$ cat src/rtl/spike_rate_decoder_if.sv
// ----------------------------------------------------------------------------
// spike_rate_decoder_if
//   Result/handshake bundle between the spike rate decoder and downstream
//   control logic.
//
//   out_valid  decoder -> consumer  decoded result available
//   out_ready  consumer -> decoder  result accepted (transfer = valid & ready)
//   win_idx    decoder -> consumer  index of the most active channel
//   win_count  decoder -> consumer  spike count of the winning channel
//   tie        decoder -> consumer  another channel matches win_count
//   overrun    decoder -> consumer  sticky: a window result was dropped
//   all_counts decoder -> consumer  snapshot of every channel, ch0 in LSBs
//                                   (present only when SPIKE_DEC_COUNTS_EN
//                                   is defined)
//
//   Modports: master = decoder side, slave = consumer side.
// ----------------------------------------------------------------------------
interface spike_rate_decoder_if #(
    parameter int N_CH  = 4,
    parameter int CNT_W = 8,
    parameter int IDX_W = 2
);
    logic             out_valid;
    logic             out_ready;
    logic [IDX_W-1:0] win_idx;
    logic [CNT_W-1:0] win_count;
    logic             tie;
    logic             overrun;
`ifdef SPIKE_DEC_COUNTS_EN
    logic [N_CH*CNT_W-1:0] all_counts;

    modport master (
        output out_valid, win_idx, win_count, tie, overrun, all_counts,
        input  out_ready
    );
    modport slave (
        input  out_valid, win_idx, win_count, tie, overrun, all_counts,
        output out_ready
    );
`else
    modport master (
        output out_valid, win_idx, win_count, tie, overrun,
        input  out_ready
    );
    modport slave (
        input  out_valid, win_idx, win_count, tie, overrun,
        output out_ready
    );
`endif
endinterface

$ cat src/rtl/spike_rate_decoder.sv
// ----------------------------------------------------------------------------
// spike_rate_decoder
//   Counts spikes of N_CH output neurons over windows of T_WINDOW enabled
//   cycles, then picks the most active channel (lowest index wins ties) and
//   presents the result over a valid/ready handshake. Live counters and the
//   snapshot used by the scan are separate, so accumulation never pauses.
//
//   Ports
//     clk     clock
//     rst     synchronous active-high reset
//     en      sample enable (gates window counter and accumulation only)
//     spikes  one spike bit per channel
//     bus     spike_rate_decoder_if.master (result + handshake + overrun)
//
//   Optional build macro: SPIKE_DEC_COUNTS_EN adds bus.all_counts carrying
//   the snapshot counts; decode results and timing do not depend on it.
// ----------------------------------------------------------------------------
module spike_rate_decoder #(
    parameter int N_CH     = 4,
    parameter int T_WINDOW = 250,
    parameter int CNT_W    = 8,
    parameter int IDX_W    = 2
) (
    input  logic                   clk,
    input  logic                   rst,
    input  logic                   en,
    input  logic [N_CH-1:0]        spikes,
    spike_rate_decoder_if.master   bus
);
    localparam int WIN_W = $clog2(T_WINDOW);
    localparam int PTR_W = $clog2(N_CH + 1);
    localparam int SEL_W = $clog2(N_CH);

    localparam logic [CNT_W-1:0] CNT_MAX  = '1;
    localparam logic [WIN_W-1:0] WIN_LAST = WIN_W'(T_WINDOW - 1);
    localparam logic [PTR_W-1:0] PTR_LAST = PTR_W'(N_CH);

    localparam logic [1:0] SCAN_IDLE = 2'd0;
    localparam logic [1:0] SCAN      = 2'd1;
    localparam logic [1:0] HOLD      = 2'd2;

    logic [WIN_W-1:0] win_cnt_q, win_cnt_d;
    logic [CNT_W-1:0] live_cnt_q [N_CH];
    logic [CNT_W-1:0] live_cnt_d [N_CH];
    logic [CNT_W-1:0] live_inc   [N_CH];
    logic [CNT_W-1:0] snap_q     [N_CH];
    logic [CNT_W-1:0] snap_d     [N_CH];

    logic [1:0]       state_q, state_d;
    logic [PTR_W-1:0] ptr_q, ptr_d;
    logic [CNT_W-1:0] rd_q, rd_d;
    logic [CNT_W-1:0] max_q, max_d;
    logic [IDX_W-1:0] idx_q, idx_d;
    logic             tie_q, tie_d;
    logic             overrun_q, overrun_d;

    logic win_close;
    logic transfer;
    logic snap_load;

    assign win_close = en && (win_cnt_q == WIN_LAST);
    assign transfer  = (state_q == HOLD) && bus.out_ready;
    // A closing window is only captured when the scan engine is free (idle,
    // or releasing its held result on this very edge); otherwise it is lost.
    assign snap_load = win_close && ((state_q == SCAN_IDLE) || transfer);

    // Saturating per-channel increment, shared by accumulation and snapshot.
    generate
        for (genvar gi = 0; gi < N_CH; gi++) begin : g_inc
            assign live_inc[gi] = (spikes[gi] && (live_cnt_q[gi] != CNT_MAX))
                                ? live_cnt_q[gi] + CNT_W'(1) : live_cnt_q[gi];
        end
    endgenerate

    always_comb begin
        win_cnt_d = win_cnt_q;
        if (win_close)
            win_cnt_d = '0;
        else if (en)
            win_cnt_d = win_cnt_q + WIN_W'(1);

        for (int i = 0; i < N_CH; i++) begin
            live_cnt_d[i] = live_cnt_q[i];
            snap_d[i]     = snap_q[i];
            if (win_close)
                live_cnt_d[i] = '0;
            else if (en)
                live_cnt_d[i] = live_inc[i];
            if (snap_load)
                snap_d[i] = live_inc[i];
        end
    end

    // Scan is pipelined through rd_q (registered read of snap): ptr runs
    // 0..N_CH, reading channel ptr while comparing channel ptr-1. This makes
    // the scan N_CH+1 cycles long.
    always_comb begin
        state_d   = state_q;
        ptr_d     = ptr_q;
        rd_d      = rd_q;
        max_d     = max_q;
        idx_d     = idx_q;
        tie_d     = tie_q;
        overrun_d = overrun_q | (win_close & ~snap_load);

        case (state_q)
            SCAN_IDLE: begin
                if (snap_load) begin
                    state_d = SCAN;
                    ptr_d   = '0;
                    rd_d    = '0;
                    max_d   = '0;
                    idx_d   = '0;
                    tie_d   = 1'b0;
                end
            end
            SCAN: begin
                if (ptr_q != PTR_LAST)
                    rd_d = snap_q[SEL_W'(ptr_q)];
                if (ptr_q != '0) begin
                    if (rd_q > max_q) begin
                        max_d = rd_q;
                        idx_d = IDX_W'(ptr_q - PTR_W'(1));
                        tie_d = 1'b0;
                    end else if ((rd_q == max_q) && (ptr_q != PTR_W'(1))) begin
                        tie_d = 1'b1;
                    end
                end
                if (ptr_q == PTR_LAST)
                    state_d = HOLD;
                else
                    ptr_d = ptr_q + PTR_W'(1);
            end
            HOLD: begin
                if (transfer) begin
                    if (snap_load) begin
                        state_d = SCAN;
                        ptr_d   = '0;
                        rd_d    = '0;
                        max_d   = '0;
                        idx_d   = '0;
                        tie_d   = 1'b0;
                    end else begin
                        state_d = SCAN_IDLE;
                    end
                end
            end
            default: state_d = SCAN_IDLE;
        endcase
    end

    always_ff @(posedge clk) begin
        if (rst) begin
            win_cnt_q <= '0;
            for (int i = 0; i < N_CH; i++) begin
                live_cnt_q[i] <= '0;
                snap_q[i]     <= '0;
            end
            state_q   <= SCAN_IDLE;
            ptr_q     <= '0;
            rd_q      <= '0;
            max_q     <= '0;
            idx_q     <= '0;
            tie_q     <= 1'b0;
            overrun_q <= 1'b0;
        end else begin
            win_cnt_q <= win_cnt_d;
            for (int i = 0; i < N_CH; i++) begin
                live_cnt_q[i] <= live_cnt_d[i];
                snap_q[i]     <= snap_d[i];
            end
            state_q   <= state_d;
            ptr_q     <= ptr_d;
            rd_q      <= rd_d;
            max_q     <= max_d;
            idx_q     <= idx_d;
            tie_q     <= tie_d;
            overrun_q <= overrun_d;
        end
    end

    assign bus.out_valid = (state_q == HOLD);
    assign bus.win_idx   = idx_q;
    assign bus.win_count = max_q;
    assign bus.tie       = tie_q;
    assign bus.overrun   = overrun_q;

`ifdef SPIKE_DEC_COUNTS_EN
    // snap only changes at scan entry, so it is already stable through HOLD.
    generate
        for (genvar gi = 0; gi < N_CH; gi++) begin : g_all
            assign bus.all_counts[gi*CNT_W +: CNT_W] = snap_q[gi];
        end
    endgenerate
`endif

endmodule
$ cat src/flat_wrapper.sv
// flat-port wrapper written by rule: the top's interface ports become plain ports
module spike_rate_decoder_flat 
#(
    parameter int N_CH     = 4,
    parameter int T_WINDOW = 250,
    parameter int CNT_W    = 8,
    parameter int IDX_W    = 2
)
  (clk, rst, en, spikes, bus_out_valid, bus_win_idx, bus_win_count, bus_tie, bus_overrun, bus_out_ready);
  spike_rate_decoder_if #(.N_CH(N_CH), .CNT_W(CNT_W), .IDX_W(IDX_W)) bus_i ();
  input  logic clk;
  input  logic rst;
  input  logic en;
  input  logic [N_CH-1:0] spikes;
  output wire logic [$bits(bus_i.out_valid)-1:0] bus_out_valid;
  output wire logic [$bits(bus_i.win_idx)-1:0] bus_win_idx;
  output wire logic [$bits(bus_i.win_count)-1:0] bus_win_count;
  output wire logic [$bits(bus_i.tie)-1:0] bus_tie;
  output wire logic [$bits(bus_i.overrun)-1:0] bus_overrun;
  input wire logic [$bits(bus_i.out_ready)-1:0] bus_out_ready;
  assign bus_out_valid = bus_i.out_valid;
  assign bus_win_idx = bus_i.win_idx;
  assign bus_win_count = bus_i.win_count;
  assign bus_tie = bus_i.tie;
  assign bus_overrun = bus_i.overrun;
  assign bus_i.out_ready = bus_out_ready;
  spike_rate_decoder #(.N_CH(N_CH), .T_WINDOW(T_WINDOW), .CNT_W(CNT_W), .IDX_W(IDX_W)) u_core (.clk(clk), .rst(rst), .en(en), .spikes(spikes), .bus(bus_i));
endmodule
$ cat config.mk
export PLATFORM = sky130hd
export DESIGN_NAME = spike_rate_decoder_flat
export DESIGN_NICKNAME = d
export VERILOG_FILES = /design/src/rtl/spike_rate_decoder_if.sv /design/src/rtl/spike_rate_decoder.sv /design/src/flat_wrapper.sv
export SDC_FILE = /design/constraint.sdc
export NUM_CORES = 1
export LEC_CHECK = 0
export BUFFER_PORTS_ARGS = -buffer_cell sky130_fd_sc_hd__buf_4
export CAP_MARGIN = 10
export CORE_MARGIN = 2
export CORE_UTILIZATION = 30
export DETAILED_ROUTE_END_ITERATION = 12
export SLEW_MARGIN = 40
export SYNTH_ARGS = -nofsm -noshare
export SYNTH_HDL_FRONTEND = slang
export SYNTH_SLANG_ARGS = --single-unit
$ cat constraint.sdc
create_clock -name clk -period 2.1 [get_ports clk]
set_clock_uncertainty 0.05 [all_clocks]
set_input_delay 0.21 -clock clk [delete_from_list [all_inputs] [get_ports clk]]
set_output_delay 0.21 -clock clk [all_outputs]
set_load 0.01 [all_outputs]
### Yosys cells after proc, flatten, opt, wreduce, memory -nomap -nowiden

Memories as Yosys holds them, arrays and structs flattened. A register that Yosys moved wholly into a read port is not among the register bits.
Index checks and enable logic that the tools add are counted.

| word-level totals | value |
|---|---|
| flip-flop bits (word level) | 33 |
| latch bits | 0 |
| RAM bits | 64 |
| ROM bits | 0 |
| logic and storage cells | 126 |
| memories kept | 2 |

Memory list:

| name | words | width | read ports | clocked after memory_dff | write ports | RTL line | text |
|---|---|---|---|---|---|---|---|
| u_core.live_cnt_q | 4 | 8 | 4 | 0 | 4 | spike_rate_decoder.sv:43 | `logic [CNT_W-1:0] live_cnt_q [N_CH];` |
| u_core.snap_q | 4 | 8 | 1 | 1 | 4 | spike_rate_decoder.sv:46 | `logic [CNT_W-1:0] snap_q [N_CH];` |

| cells by class | value |
|---|---|
| $add $sub $neg | 7 |
| multiply operators | 0 |
| div/mod/pow operators | 0 |
| magnitude comparators | 1 |
| equality and inequality tests | 20 |
| shifts and indexed selects | 0 |
| muxes and demuxes | 58 |
| bitwise logic cells | 11 |
| reduce and logical (&&, ||, !) cells | 19 |

Operators with widths:

| operator | count |
|---|---|
| two-way mux 8 bit | 31 |
| case mux 8 bit (3 select lines) | 2 |
| adder 8 x 1 -> 8 bit (second input constant) | 5 |
| inequality test 8 bit (second input constant) | 4 |
| two-way mux 2 bit | 9 |
| inequality test 2 x 1 -> 1 bit (second input constant) | 6 |
| case mux 2 bit (3 select lines) | 2 |
| two-way mux 1 bit | 9 |
| two-way mux 3 bit | 3 |
| bitwise OR 1 bit | 9 |
| case mux 3 bit (3 select lines) | 1 |
| AND reduction 3 bit | 3 |
| equality test 8 bit | 1 |
| equality test 8 bit (second input constant) | 1 |
| greater-than comparator 8 bit | 1 |
| logical AND 1 bit | 8 |
| AND reduction 4 bit | 2 |
| inequality test 3 x 1 -> 1 bit (second input constant) | 2 |
| nonzero test 3 bit | 2 |
| adder 3 x 1 -> 3 bit (second input constant) | 1 |
| equality test 3 bit (second input constant) | 1 |
| inequality test 3 bit (second input constant) | 1 |
| case mux 1 bit (3 select lines) | 1 |
| equality test 2 x 1 -> 1 bit (second input constant) | 1 |
| 10 further kinds | 10 |

### Longest topological paths before layout

Gate-level depths: netlist of run 1.

| depth | value |
|---|---|
| depth after elaboration | 9 |
| depth in mapped cells | 8 |
| mapped depth without buffers | 7 |

### Worst setup path before layout of run 1

OpenSTA, ideal clock, no wires.

| timing | value |
|---|---|
| path type | reg2reg |
| from | register u_core.win_cnt_q[0] |
| to | register u_core.rd_q[0] |
| arrival | 1.724 ns |
| data required time | 1.933 ns |
| path slack | 0.209 ns |
| stages on the path, launching flop included | 7 |
| cells stage by stage | dfxtp_1 ha_1 nand4b_2 a2111oi_4 or2_4 nor2_4 a22o_1 |

| between the ends | value |
|---|---|
| word-level cells in the longest chain between the ends | 6 |

Ends and longest elaborated chain:

| element | RTL line | text |
|---|---|---|
| start: declaration | spike_rate_decoder.sv:42 | `logic [WIN_W-1:0] win_cnt_q, win_cnt_d;` |
| start signal: assignment | spike_rate_decoder.sv:167 | `win_cnt_q <= win_cnt_d;` |
| equality test 8 bit * | spike_rate_decoder.sv:61 | `assign win_close = en && (win_cnt_q == WIN_LAST);` |
| logical AND 1 bit * | spike_rate_decoder.sv:61 |  |
| logical AND 1 bit * | spike_rate_decoder.sv:65 | `assign snap_load = win_close && ((state_q == SCAN_IDLE) \|\| transfer);` |
| two-way mux 8 bit * | n/a |  |
| two-way mux 8 bit | n/a |  |
| case mux 8 bit (3 select lines) * | n/a |  |
| end signal: assignment | spike_rate_decoder.sv:174 | `rd_q <= rd_d;` |
| end: declaration | spike_rate_decoder.sv:51 | `logic [CNT_W-1:0] rd_q, rd_d;` |

Mark *: on every way between the ends. The rest lies on a longest branch, timed or not. The select of a mux whose other input is x is not followed.
A chain may end at the register's enable or synchronous reset.

### Worst setup path after layout of run 1

| timing | value |
|---|---|
| from | register u_core.max_q[5] (netlist: u_core.bus.win_count[5]) |
| to | register u_core.max_q[6] (netlist: u_core.bus.win_count[6]) |

| between the ends | value |
|---|---|
| word-level cells in the longest chain between the ends | 3 |

Ends and longest elaborated chain:

| element | RTL line | text |
|---|---|---|
| start: declaration | spike_rate_decoder.sv:52 | `logic [CNT_W-1:0] max_q, max_d;` |
| start signal: assignment | spike_rate_decoder.sv:175 | `max_q <= max_d;` |
| greater-than comparator 8 bit | spike_rate_decoder.sv:121 | `if (rd_q > max_q) begin` |
| inequality test 2 x 1 -> 1 bit (no line) | n/a |  |
| AND reduction 4 bit (no line) | n/a |  |

No other way between the ends.

==> impl_metrics.env, run 1 <==
export IMPL_yosysMostFrequentCell="nor2_1"
export IMPL_synth_nets=502
export IMPL_core_area_sq_mm=0.0164
export IMPL_synthMuxAreaShare_pct=4.44
export IMPL_grt_first_pass_wirelength_um=15300
export IMPL_vias=3343
export IMPL_p_total_uw=4070
export IMPL_worst_slew_pin_slew_ns=0.510
export IMPL_port_buffer_count=20
export IMPL_cts_tree="built"
export IMPL_hpwl_um=6320
export IMPL_viasPerCell=4.66
export IMPL_firstDrtPassIters=4
export IMPL_numCtsBuffers=9
export IMPL_synth_top_family_by_area="simple AND/OR/NAND/NOR gates"
export IMPL_synth_compound_area_share_pct=11.4
export IMPL_critPathKind="flop to flop"
export IMPL_synth_distinct_cells=55
export IMPL_n_antenna_cell=0
export IMPL_outcome="finished, final reports clean"
export IMPL_post_drt_wl_per_cell_um=12.6
export IMPL_worstPathRequired_ns=2.30
export IMPL_synth_top_area_share_pct=27.0
export IMPL_setup_violations_final=0
export IMPL_start_kind="flop"
export IMPL_ys_top_cells_by_count="nor2_1, dfxtp_1, xor2_1"
export IMPL_finalSetupTns_ns=0
export IMPL_routed_wl_um=9060
export IMPL_maxSlewViolCount=0
export IMPL_clock_sinks=99
export IMPL_grt_pass1_vias=3177
export IMPL_root_buffer="clkbuf_16"
export IMPL_grt_max_degree=39
export IMPL_place_congestion=0.790
export IMPL_ys_ff_latch=99
export IMPL_num_nets_final=517
export IMPL_initial_utilization_pct=30.3
export IMPL_seq_area_sq_mm=0.00230
export IMPL_route_detailed_drc=0
export IMPL_antenna_found_initial=0
export IMPL_yosys_area_share_simple_pct=19.0
export IMPL_async_flop_share_pct=0
export IMPL_ys_seq_area_share_pct=46.4
export IMPL_ant_nets=0
export IMPL_die_area_sq_mm=0.0176
export IMPL_end_kind="flop"
export IMPL_clockBufferDepth=2
export IMPL_yosys_warnings=0
export IMPL_fin_crit_sh_pct=94.4
export IMPL_place_ws_ns=0.0711
export IMPL_p_leak_uw=0.00199
export IMPL_avgSynthCellArea_sq_um=10.4
export IMPL_drt_iter0_drc=173
export IMPL_clk_pin_slew_ns=0.06
export IMPL_power_density_mw_per_mm2=715
export IMPL_clock_latency_ns=0.34
export IMPL_drive_above_1_share_pct=14.5
export IMPL_synth_ff_type="dfxtp_1"
export IMPL_htreeDepth=3
export IMPL_track_usage_pct=10.7
export IMPL_ys_top_cells_by_area="dfxtp_1, edfxtp_1, xor2_1"
export IMPL_synth_edf_count=32
export IMPL_irDropWorstVdd_mv=0.420
export IMPL_synth_fa_ha_area_share_pct=4.28
export IMPL_min_period_ns=1.98
export IMPL_maxCapViolCount=0
export IMPL_arrival_ns=2.18
export IMPL_synthToLayoutAreaGrowth_pct=14.7
export IMPL_relSlewSlack_pct=65.7
export IMPL_hp_class="input port to flop"
export IMPL_finalHoldViolations=0
export IMPL_fmax_mhz=504
export IMPL_yosysTopAreaCell="dfxtp_1"
export IMPL_die_x_um=133
export IMPL_fillCellCount=1626
export IMPL_syn_area_sq_mm=0.00496
export IMPL_crit_fanout=11
export IMPL_grt_overflow=0
export IMPL_synth_xor_area_share_pct=10.4
export IMPL_multi_input_area_sq_mm=0.00246
export IMPL_post_cts_buffers=0
export IMPL_rsz0062_at_grt="false"
export IMPL_io_pins=21
export IMPL_final_setup_worst_slack_ns=0.117
export IMPL_die_h_um=133
export IMPL_netlist_instances=477
export IMPL_row_count=47
## worst paths after layout
kind,startpoint,endpoint,slack [ns],cells after the start
max,u_core.bus.win_count[5],u_core.bus.win_count[6],0.12,8
min,bus_out_ready,u_core.state_q[1],0.16,4
max reg2reg,u_core.bus.win_count[5],u_core.bus.win_count[6],0.12,8
min reg2reg,u_core.rd_q[0],u_core.rd_q[0],0.43,1
## critical path: stages, from the launching register on
cell     delay [ns]
dfxtp_1        0.34
inv_1          0.08
ha_1           0.31
nand4_1        0.16
or2_0          0.25
o221a_2        0.23
o31a_1         0.11
buf_6          0.15
o32ai_2        0.21
## state kept, by name (all words and copies together) (netlist names), named ones only
signal and cells:
u_core.bus.overrun 1, u_core.bus.tie 1, u_core.bus.win_count 8, u_core.bus.win_idx 2
u_core.live_cnt_q 32, u_core.ptr_q 3, u_core.rd_q 8, u_core.snap_q 32
u_core.state_q 2, u_core.win_cnt_q 8
## layout make-up
type | instances | area share, %
multi-input combinational | 337 | 43.3
sequential | 99 | 40.4
tap | 220 | 4.83
clock inverter | 4 | 1.74
inverter | 16 | 1.05
clock buffer | 12 | 4.15
timing repair buffer | 29 | 4.55
## report_power, final
| group | internal [uW] | switching [uW] |
|---|---|---|
| clock network | 1170 | 695 |
| logic | 69.2 | 94.9 |
| registers | 2020 | 28.8 |
## kinds of logic (layout without fill, tap and decap cells)
| logic type | after synthesis | after routing |
|---|---|---|
| and+or+nand+nor | 191 | 191 |
| muxes | 12 | 12 |
| adders and majority gates | 17 | 17 |
| xor gates and xnor gates | 59 | 59 |
| DFF | 99 | 99 |
| AOI/OAI and AO/OA | 58 | 58 |
| buffers and inverters | 41 | 61 |
## what timing repair did
action                                  4_1_cts  5_1_grt
gates resized for setup                       0        2
endpoints found under the setup margin        0        2
hold buffers                                  0        0
## metal layers
layer / GRT usage, % / vias to the layer above / routed length (um)
met3: 3.68 / 6 / 347
met4: 2.69 / 0 / 89
met1: 13.7 / 1581 / 4410
li1: - / 1709 / -
met5: 0 / - / 0
met2: 17.4 / 47 / 4210
## through the flow
| stage | util [%] | cell area (sq um) | hold slack [ns] | std cells |
|---|---|---|---|---|
| global placement | 32.6 | 5350 | 0.413 | 701 |
| global route | 34.7 | 5700 | 0.169 | 717 |
| CTS | 34.7 | 5690 | 0.141 | 717 |
| finish | 34.7 | 5700 | 0.159 | 717 |
| detailed placement | 32.6 | 5350 | 0.419 | 701 |
| floorplan | - | 4960 | 0.379 | 477 |
## cells in the final DEF, fill, tap and decap left out, types with 16 or more instances in the layout
master / n
nand2_1: 32
ha_1: 17
buf_4: 25
edfxtp_1: 32
inv_1: 16
xor2_1: 44
dfxtp_1: 67
nor2_1: 73
nand3_1: 24
No activity file was read; power rests on OpenSTA's default activity.
==> run 2: changes to the inputs <==
Settings changed: PLACE_DENSITY_LB_ADDON set to 0.3, SLEW_MARGIN 40 to 20.
==> impl_metrics.env, run 2 (synthesized netlist as in run 1, its figures left out) <==
export IMPL_outcome="finished, final reports clean"
export IMPL_timing_critical_path_from="u_core.bus.win_count[5]"
export IMPL_cp_num_buf_inv=2
export IMPL_port_buffer_count=20
export IMPL_power_density_mw_per_mm2=697
export IMPL_fin_crit_sh_pct=94.2
export IMPL_antenna_found_initial=0
export IMPL_place_ws_ns=0.137
export IMPL_clock_sinks=99
export IMPL_start_kind="flop"
export IMPL_r2r_start="u_core.bus.win_count[5]"
export IMPL_setup_violations_final=0
export IMPL_place_congestion=0.723
export IMPL_rr_endpoint="u_core.bus.win_count[7]"
export IMPL_numCtsBuffers=9
export IMPL_drt_iter0_drc=174
export IMPL_clock_latency_ns=0.34
export IMPL_post_drt_wl_per_cell_um=12.9
export IMPL_min_path_cells=4
export IMPL_grt_first_pass_wirelength_um=15800
export IMPL_layout_commonest_cell="nor2_1"
export IMPL_r2r_slack_ns=0.12
export IMPL_firstDrtPassIters=4
export IMPL_n_antenna_cell=0
export IMPL_die_x_um=133
export IMPL_crit_family="compound AO/OA/AOI/OAI gates"
export IMPL_vias=3342
export IMPL_worst_slew_pin_slew_ns=0.515
export IMPL_ant_nets=0
export IMPL_cpPeakStageDelay_ns=0.34
export IMPL_grt_overflow=0
export IMPL_finalSetupTns_ns=0
export IMPL_die_h_um=133
export IMPL_r2r_cells=8
export IMPL_irDropWorstVdd_mv=0.419
export IMPL_fin_cells=718
export IMPL_grt_max_degree=39
export IMPL_routed_wl_um=9270
export IMPL_hold_slack_ns=0.140
export IMPL_clk_pin_slew_ns=0.07
export IMPL_p_leak_uw=0.00199
export IMPL_fmax_mhz=506
export IMPL_hpwl_um=6590
export IMPL_rsz0062_at_grt="false"
export IMPL_holdBufCountCts=0
export IMPL_finalHoldViolations=0
export IMPL_path_cells="inv_1, ha_1, nand4_1, or2_0, o221a_2, o31a_1, buf_12, o32ai_1"
export IMPL_die_area_sq_mm=0.0176
export IMPL_clockBufferDepth=2
export IMPL_cts_tree="built"
export IMPL_initial_utilization_pct=30.3
export IMPL_track_usage_pct=11.2
export IMPL_crit_fanout=11
export IMPL_viasPerCell=4.65
export IMPL_p_total_uw=3970
export IMPL_num_nets_final=518
export IMPL_root_buffer="clkbuf_16"
export IMPL_min_from="bus_out_ready"
export IMPL_io_pins=21
export IMPL_core_area_sq_mm=0.0164
export IMPL_maxSlewViolCount=0
export IMPL_min_period_ns=1.98
export IMPL_end_kind="flop"
export IMPL_relSlewSlack_pct=65.3
export IMPL_critPathKind="flop to flop"
export IMPL_hp_class="input port to flop"
export IMPL_final_setup_worst_slack_ns=0.123
export IMPL_route_detailed_drc=0
export IMPL_grt_pass1_vias=3187
export IMPL_row_count=47
export IMPL_drive_above_1_share_pct=14.9
export IMPL_synthToLayoutAreaGrowth_pct=14.7
export IMPL_maxCapViolCount=0
export IMPL_slowest_stage="dfxtp_1"
export IMPL_worstPathRequired_ns=2.31
export IMPL_dpl_cell_count=702
export IMPL_htreeDepth=3
export IMPL_largestRegisters="u_core.live_cnt_q: 32 flops, u_core.snap_q: 32 flops"
export IMPL_arrival_ns=2.18
export IMPL_layout_common_cells="nor2_1, dfxtp_1, xor2_1"
export IMPL_hold_path_end="u_core.state_q[1]"
-- run 2: changes by cell type in the layout (fill, tap and decap cells not counted), sizes merged --
cell,previous run,this run
buf,29,30
bufinv,3,2
clkinvlp,0,1
clkinv,1,4
clkbuf,12,9
-- run 2: worst max path at each step --
stage                                   end  slack (ns)  cells after the start
detailed placement  u_core.bus.win_count[7]        0.14                      8
CTS                 u_core.bus.win_count[7]        0.12                      8
floorplan                    u_core.rd_q[0]        0.21                      6
global placement    u_core.bus.win_count[7]        0.21                      8
global route                 u_core.bus.tie        0.02                      8
finish              u_core.bus.win_count[7]        0.12                      8
-- run 2: layout make-up --
class / count / area, sq um
clock buffer: 9 / 225
clock inverter: 7 / 92.6
fill: 1639 / 10700
inverter: 16 / 60.1
multi-input combinational: 337 / 2460
sequential: 99 / 2300
tap: 220 / 275
timing repair buffer: 30 / 275
-- run 2: what timing repair did --
action,in CTS,in global routing
endpoints found under the setup margin,0,1
resized for setup,0,1
setup buffers,0,0
-- run 2: layer usage --
layer | track usage [%] | share of wire, % | vias to the layer above
met3 | 3.60 | 3.8 | 4
met4 | 3.05 | 0.78 | 0
met5 | 0 | 0 | -
met1 | 14.4 | 48 | 1586
met2 | 18.0 | 48 | 41
li1 | - | - | 1711
-- run 2: metrics by stage --
stage / utilization [%] / cell area (sq um)
floorplan: - / 4960
global placement: 32.7 / 5370
detailed placement: 32.7 / 5370
CTS: 34.7 / 5690
global route: 34.7 / 5700
finish: 34.7 / 5700
-- run 2: tightest hold or removal path: stages --
cell     delay (ns)
buf_4          0.09
inv_1          0.07
nand2_1        0.07
a21oi_1        0.05
-- run 2: report_power, final --
| part | internal [uW] | leakage [uW] | switching [uW] |
|---|---|---|---|
| combinational | 73.2 | 0.000990 | 96.4 |
| clock | 1040 | 0.000151 | 715 |
| sequential | 2020 | 0.000845 | 27.8 |
| total | 3130 | 0.00199 | 839 |
